--- config.mk ---
export PLATFORM = sky130hd
export DESIGN_NAME = countdown_core_flat
export DESIGN_NICKNAME = d
export VERILOG_FILES = /design/src/rtl/countdown_core_pkg.sv /design/src/rtl/countdown_core_if.sv /design/src/rtl/countdown_core_sec_prescaler.sv /design/src/rtl/countdown_core.sv /design/src/flat_wrapper.sv
export SDC_FILE = /design/constraint.sdc
export NUM_CORES = 1
export LEC_CHECK = 0
export CORE_ASPECT_RATIO = 1.2
export CORE_UTILIZATION = 58
export CTS_BUF_LIST = sky130_fd_sc_hd__clkbuf_2
export DETAILED_ROUTE_END_ITERATION = 8
export PLACE_DENSITY = 0.87
export SLEW_MARGIN = 20
export SYNTH_ARGS = -nofsm -noshare
export SYNTH_HDL_FRONTEND = slang
export SYNTH_SLANG_ARGS = --single-unit
--- constraint.sdc ---
create_clock -name clk -period 2.9 [get_ports clk]
set_input_delay 0.435 -clock clk [delete_from_list [all_inputs] [get_ports clk]]
set_output_delay 0.435 -clock clk [all_outputs]
set_load 0.03 [all_outputs]
--- src/rtl/countdown_core_pkg.sv ---
// Shared definitions for the egg-timer countdown engine: FSM state encoding
// and default sizing constants.
package countdown_defs;

   typedef enum logic [1:0] {
      CD_IDLE  = 2'd0,
      CD_RUN   = 2'd1,
      CD_PAUSE = 2'd2,
      CD_DONE  = 2'd3
   } cd_state_t;

   localparam int CD_SIZE    = 4;
   localparam int CD_CLK_DIV = 50000000;

endpackage

--- src/rtl/countdown_core_if.sv ---
// Control/status bundle between the timer front panel and countdown_core.
interface countdown_core_if #(parameter int SIZE = 4);

   logic            start;
   logic            pause;
   logic [SIZE-1:0] load_val;
   logic [SIZE-1:0] count;
   logic            alarm;
   logic            running;

   modport master (output start, output pause, output load_val,
                   input count, input alarm, input running);

   modport slave  (input start, input pause, input load_val,
                   output count, output alarm, output running);

endinterface

--- src/rtl/countdown_core_sec_prescaler.sv ---
// Divides the system clock down to a one-cycle second tick. The tick is
// combinational so the count register can act on the same edge the divider wraps.
module sec_prescaler
   import countdown_defs::*;
#(
   parameter int CLK_DIV = CD_CLK_DIV
) (
   input  logic clk,
   input  logic rst,
   input  logic en,
   input  logic clr,
   output logic tick
);

   localparam int DIV_W = $clog2(CLK_DIV);

   logic [DIV_W-1:0] div_cnt;

   assign tick = en && !clr && (div_cnt == DIV_W'(CLK_DIV - 1));

   // clr has priority so a restart always begins a full second from zero
   always_ff @(posedge clk or negedge rst) begin
      if (!rst) begin
         div_cnt <= '0;
      end else if (clr) begin
         div_cnt <= '0;
      end else if (en) begin
         if (tick) begin
            div_cnt <= '0;
         end else begin
            div_cnt <= div_cnt + DIV_W'(1);
         end
      end
   end

endmodule

--- src/rtl/countdown_core.sv ---
// Countdown engine: loads a duration, decrements once per second tick and
// pulses alarm at zero. Define COUNTDOWN_AUTORELOAD_EN to restart automatically.
module countdown_core
   import countdown_defs::*;
#(
   parameter int SIZE    = CD_SIZE,
   parameter int CLK_DIV = CD_CLK_DIV
) (
   input logic              clk,
   input logic              rst,
   countdown_core_if.slave  cd
);

   cd_state_t       state, state_next;
   logic [SIZE-1:0] count_q, count_next;
   logic            alarm_q, alarm_next;
   logic            running_q;
   logic            tick;

   sec_prescaler #(.CLK_DIV(CLK_DIV)) u_prescaler (
      .clk  (clk),
      .rst  (rst),
      .en   (state == CD_RUN),
      .clr  (cd.start),
      .tick (tick)
   );

`ifdef COUNTDOWN_AUTORELOAD_EN
   logic [SIZE-1:0] reload_reg;

   always_ff @(posedge clk or negedge rst) begin
      if (!rst) begin
         reload_reg <= '0;
      end else if (cd.start) begin
         reload_reg <= cd.load_val;
      end
   end
`endif

   // State, count and alarm are all registered together so they change on one edge
   always_ff @(posedge clk or negedge rst) begin
      if (!rst) begin
         state     <= CD_IDLE;
         count_q   <= '0;
         alarm_q   <= 1'b0;
         running_q <= 1'b0;
      end else begin
         state     <= state_next;
         count_q   <= count_next;
         alarm_q   <= alarm_next;
         running_q <= (state_next == CD_RUN);
      end
   end

   // A tick and a pause on the same edge both take effect, unless the tick finishes the count
   always_comb begin
      state_next = state;
      count_next = count_q;
      alarm_next = 1'b0;
      if (cd.start) begin
         count_next = cd.load_val;
         if (cd.load_val == '0) begin
            state_next = CD_DONE;
            alarm_next = 1'b1;
         end else begin
            state_next = CD_RUN;
         end
      end else begin
         case (state)
            CD_RUN: begin
               if (tick) begin
                  if (count_q > SIZE'(1)) begin
                     count_next = count_q - SIZE'(1);
                  end else begin
                     alarm_next = 1'b1;
`ifdef COUNTDOWN_AUTORELOAD_EN
                     count_next = reload_reg;
`else
                     count_next = '0;
                     state_next = CD_DONE;
`endif
                  end
               end
               if (cd.pause && state_next == CD_RUN) begin
                  state_next = CD_PAUSE;
               end
            end
            CD_PAUSE: begin
               if (cd.pause) begin
                  state_next = CD_RUN;
               end
            end
            default: begin
               state_next = state;
            end
         endcase
      end
   end

   assign cd.count   = count_q;
   assign cd.alarm   = alarm_q;
   assign cd.running = running_q;

endmodule

--- src/flat_wrapper.sv ---
// flat-port wrapper written by rule: the top's interface ports become plain ports
module countdown_core_flat import countdown_defs::*;
#(
   parameter int SIZE    = CD_SIZE,
   parameter int CLK_DIV = CD_CLK_DIV
)
  (clk, rst, cd_start, cd_pause, cd_load_val, cd_count, cd_alarm, cd_running);
  countdown_core_if #(.SIZE(SIZE)) cd_i ();
  input logic clk;
  input logic rst;
  input wire logic [$bits(cd_i.start)-1:0] cd_start;
  input wire logic [$bits(cd_i.pause)-1:0] cd_pause;
  input wire logic [$bits(cd_i.load_val)-1:0] cd_load_val;
  output wire logic [$bits(cd_i.count)-1:0] cd_count;
  output wire logic [$bits(cd_i.alarm)-1:0] cd_alarm;
  output wire logic [$bits(cd_i.running)-1:0] cd_running;
  assign cd_i.start = cd_start;
  assign cd_i.pause = cd_pause;
  assign cd_i.load_val = cd_load_val;
  assign cd_count = cd_i.count;
  assign cd_alarm = cd_i.alarm;
  assign cd_running = cd_i.running;
  countdown_core #(.SIZE(SIZE), .CLK_DIV(CLK_DIV)) u_core (.clk(clk), .rst(rst), .cd(cd_i));
endmodule
==> summary.md <==
| Metric | Value |
|---|---|
| Io pins | `14` |
| Final Worst Setup Slack | `694 ps` |
| Via count | `1633` |
| Worst Skew | `33.0 ps` |
| First-pass GRT wire length | `6880 µm` |
| Leak pwr | `0.952 nW` |
| Synth Flop Type | `dfrtp_1` |
| Post-Syn Nets | `228` |
| Worst EP required | `3240 ps` |
| GRT Resource Usage Total | `0.267` |
| Largest net degree at the start of global routing | `35` |
| Worst Max-Slew Pin Slew | `622 ps` |
| Root Driver | `clkbuf_2` |
| Total of max-cap violations | `0` |
| Final setup viols | `0` |
| Htree depth | `2` |
| Power Density | `460 nW/µm²` |
| Drt via density | `6.03` |
| FF+latch area | `851 µm²` |
| Crit path DAT | `2540 ps` |
| Final period utilization | `0.761` |
| # rows | `22` |
| Chip Width | `55.1 µm` |
| Share of cells above drive strength 1 | `0.0851` |
| FFs w/ async S/R, synth | `1.00` |
| Vias in the first global route | `1538` |
| RSZ-0062 raised after global routing | `no` |
| Synthesized cell area | `1960 µm²` |
| Sequential fraction of the synthesis area | `0.434` |
| PortBufs | `13` |
| CTS resizes | `0` |
| P&R area growth vs syn | `11.7%` |
| Status | `finished, final reports clean` |
| Hold-fix buffer count after cts | `0` |
| Number of remaining DRC errors | `0` |
| Setup WS pre-CTS | `591 ps` |
| Final setup TNS | `0 ps` |
| Max clock buf depth | `2` |
| DRT iter0 DRCs | `57` |
| Area of the core | `3140 µm²` |
| # diodes | `0` |
| CP Max Fanout | `8` |
| Final Non-Filler Cells | `271` |
| Initial antenna violation count | `0` |
| WL/cell | `14.8 µm` |
| Clk sinks | `34` |
| Post-route ant nets | `0` |
| Cell count after synthesis | `215` |
| Slew HR | `0.582` |
| EDFF count, synth | `0` |
| NumNets Final | `249` |
| Layout fillers | `255` |
| Mapped Avg Cell Area | `9.13 µm²` |
| Worst setup path class | `reg -> reg` |
| Seq cells post-synth | `34` |
| Grt total ovfl | `0` |
| Area of the multi-input gates | `1060 µm²` |
| CTS tree | `built` |
| DP Cell Count | `265` |
| Detailed-placement wirelength estimate | `2890 µm` |
| Max Fclk | `453 MHz` |
| HP Class | `in -> async` |
| Clock buffer count from CTS | `5` |
| Setup crit end kind | `register` |
| Total die area | `3620 µm²` |
| Hold Violations, Final | `0` |
| Cell variety after synth | `45` |
| Peak VDD IR | `0.416 mV` |
| Starting density of the core | `0.625` |
| GP Congestion | `0.853` |
| Post CTS Setup Buffer Count | `0` |
| YS warnings | `0` |
| Clk_lat worst skew | `390 ps` |
| Startpoint types | `register` |
| Final WL | `4020 µm` |
| Die Span Y | `65.7 µm` |
| TritonRoute pass-1 iters | `4` |
| Clk slew on worst S/H paths | `180 ps` |
| Final Critical Period | `2210 ps` |
| Slew Viols, Final | `0` |
==> layout make-up <==
cell class              count  share of cell area
flip-flops and latches     34               0.388
clock inverters             1             0.00171
multi-input cells         169               0.486
clock buffers               5              0.0114
well taps                  36              0.0206
inverters                   7              0.0120
repair buffers             19              0.0800
==> sequential cells by signal (all words and copies together) (netlist names) <==
register	count
u_core.u_prescaler.div_cnt	26
u_core.cd.count	4
u_core.state	2
u_core.cd.alarm	1
u_core.cd.running	1
==> synthesized netlist by cell type, drive strengths merged, types with 2 or more instances <==
library cell | instances | area share
dfrtp | 34 | 0.43
nor2 | 31 | 0.059
nand2 | 23 | 0.048
nand3 | 16 | 0.050
xor2 | 15 | 0.067
nand4 | 11 | 0.035
o21ai | 10 | 0.026
inv | 7 | 0.013
nor3 | 6 | 0.015
ha | 5 | 0.032
nand2b | 5 | 0.016
nor4 | 5 | 0.027
a21oi | 4 | 0.010
and3 | 4 | 0.013
clkbuf | 4 | 0.0077
a31oi | 3 | 0.0096
mux2i | 3 | 0.015
xnor2 | 3 | 0.013
a22oi | 2 | 0.0077
and4 | 2 | 0.0089
nor3b | 2 | 0.0077
or4 | 2 | 0.0077
==> per-layer routing <==
layer / global-route usage / share of wire / up-vias / wire [µm]
li1: - / - / 809 / -
met4: 0.0969 / 0.015 / 0 / 59
met3: 0.0694 / 0.027 / 7 / 108
met2: 0.425 / 0.50 / 20 / 1990
met1: 0.340 / 0.46 / 797 / 1860
met5: 0 / 0 / - / 0
==> cells by family (layout without fill, tap and decap cells) <==
kind of cell,Yosys count,after routing,synth area share
DFF,34,34,0.434
AOI/OAI and AO/OA,29,29,0.0982
adders and majority gates,5,5,0.0319
xor gates and xnor gates,18,18,0.0804
muxes,4,4,0.0210
buffers and inverters,12,32,0.0236
and+or+nand+nor,113,113,0.311
==> placed cells by master, fill, tap and decap left out, types with 2 or more instances in the layout <==
| cell type | count |
|---|---|
| nand4_1 | 11 |
| mux2i_1 | 3 |
| and3_1 | 4 |
| xor2_1 | 15 |
| ha_1 | 5 |
| nor4_1 | 3 |
| inv_1 | 7 |
| clkdlybuf4s50_1 | 13 |
| and4_1 | 2 |
| nor3b_1 | 2 |
| a22oi_1 | 2 |
| nand2b_1 | 5 |
| nor2_1 | 31 |
| buf_4 | 6 |
| a21oi_1 | 4 |
| nand3_1 | 14 |
| clkbuf_2 | 5 |
| nor3_1 | 6 |
| a31oi_1 | 3 |
| nand2_1 | 22 |
| dfrtp_1 | 34 |
| xnor2_1 | 3 |
| or4_1 | 2 |
| o21ai_0 | 10 |
==> metrics by stage <==
stage | area (µm²) | hold WS (ps) | util | total power (W)
after floorplan | 1960 | 139 | - | 0.000724
after global routing | 2190 | 436 | 0.698 | 0.00108
after global placement | 2160 | 552 | 0.689 | 0.000815
after CTS | 2190 | 421 | 0.698 | 0.00102
final | 2190 | 404 | 0.698 | 0.00101
after detailed placement | 2160 | 559 | 0.689 | 0.000819
==> report_power, final <==
| part | switching [W] | leakage [nW] | internal (W) |
|---|---|---|---|
| Sequential | 0.0000313 | 0.458 | 0.000504 |
| Clock | 0.000152 | 0.0223 | 0.0000478 |
| Combinational | 0.000150 | 0.472 | 0.000122 |
==> worst max-delay path, cell delays in order (launching register included) <==
cell and delay, ps:
dfrtp_1 470, ha_1 230, nand3_2 140, nor4_4 530, nand2_4 120, or4_1 480
a31oi_1 160
==> worst paths after layout <==
kind	start	slack (ps)	endpoint	cells past startpoint
worst max-delay path	u_core.u_prescaler.div_cnt[0]	690	u_core.cd.count[3]	6
worst min-delay path	rst	400	u_core.state[1]	2
worst max register to register	u_core.u_prescaler.div_cnt[0]	690	u_core.cd.count[3]	6
worst min register to register	u_core.u_prescaler.div_cnt[25]	580	u_core.u_prescaler.div_cnt[25]	2
max in group asynchronous	rst	2140	u_core.u_prescaler.div_cnt[18]	2
min in group clk	u_core.u_prescaler.div_cnt[25]	580	u_core.u_prescaler.div_cnt[25]	2
Power figures use the tool's default switching activity.
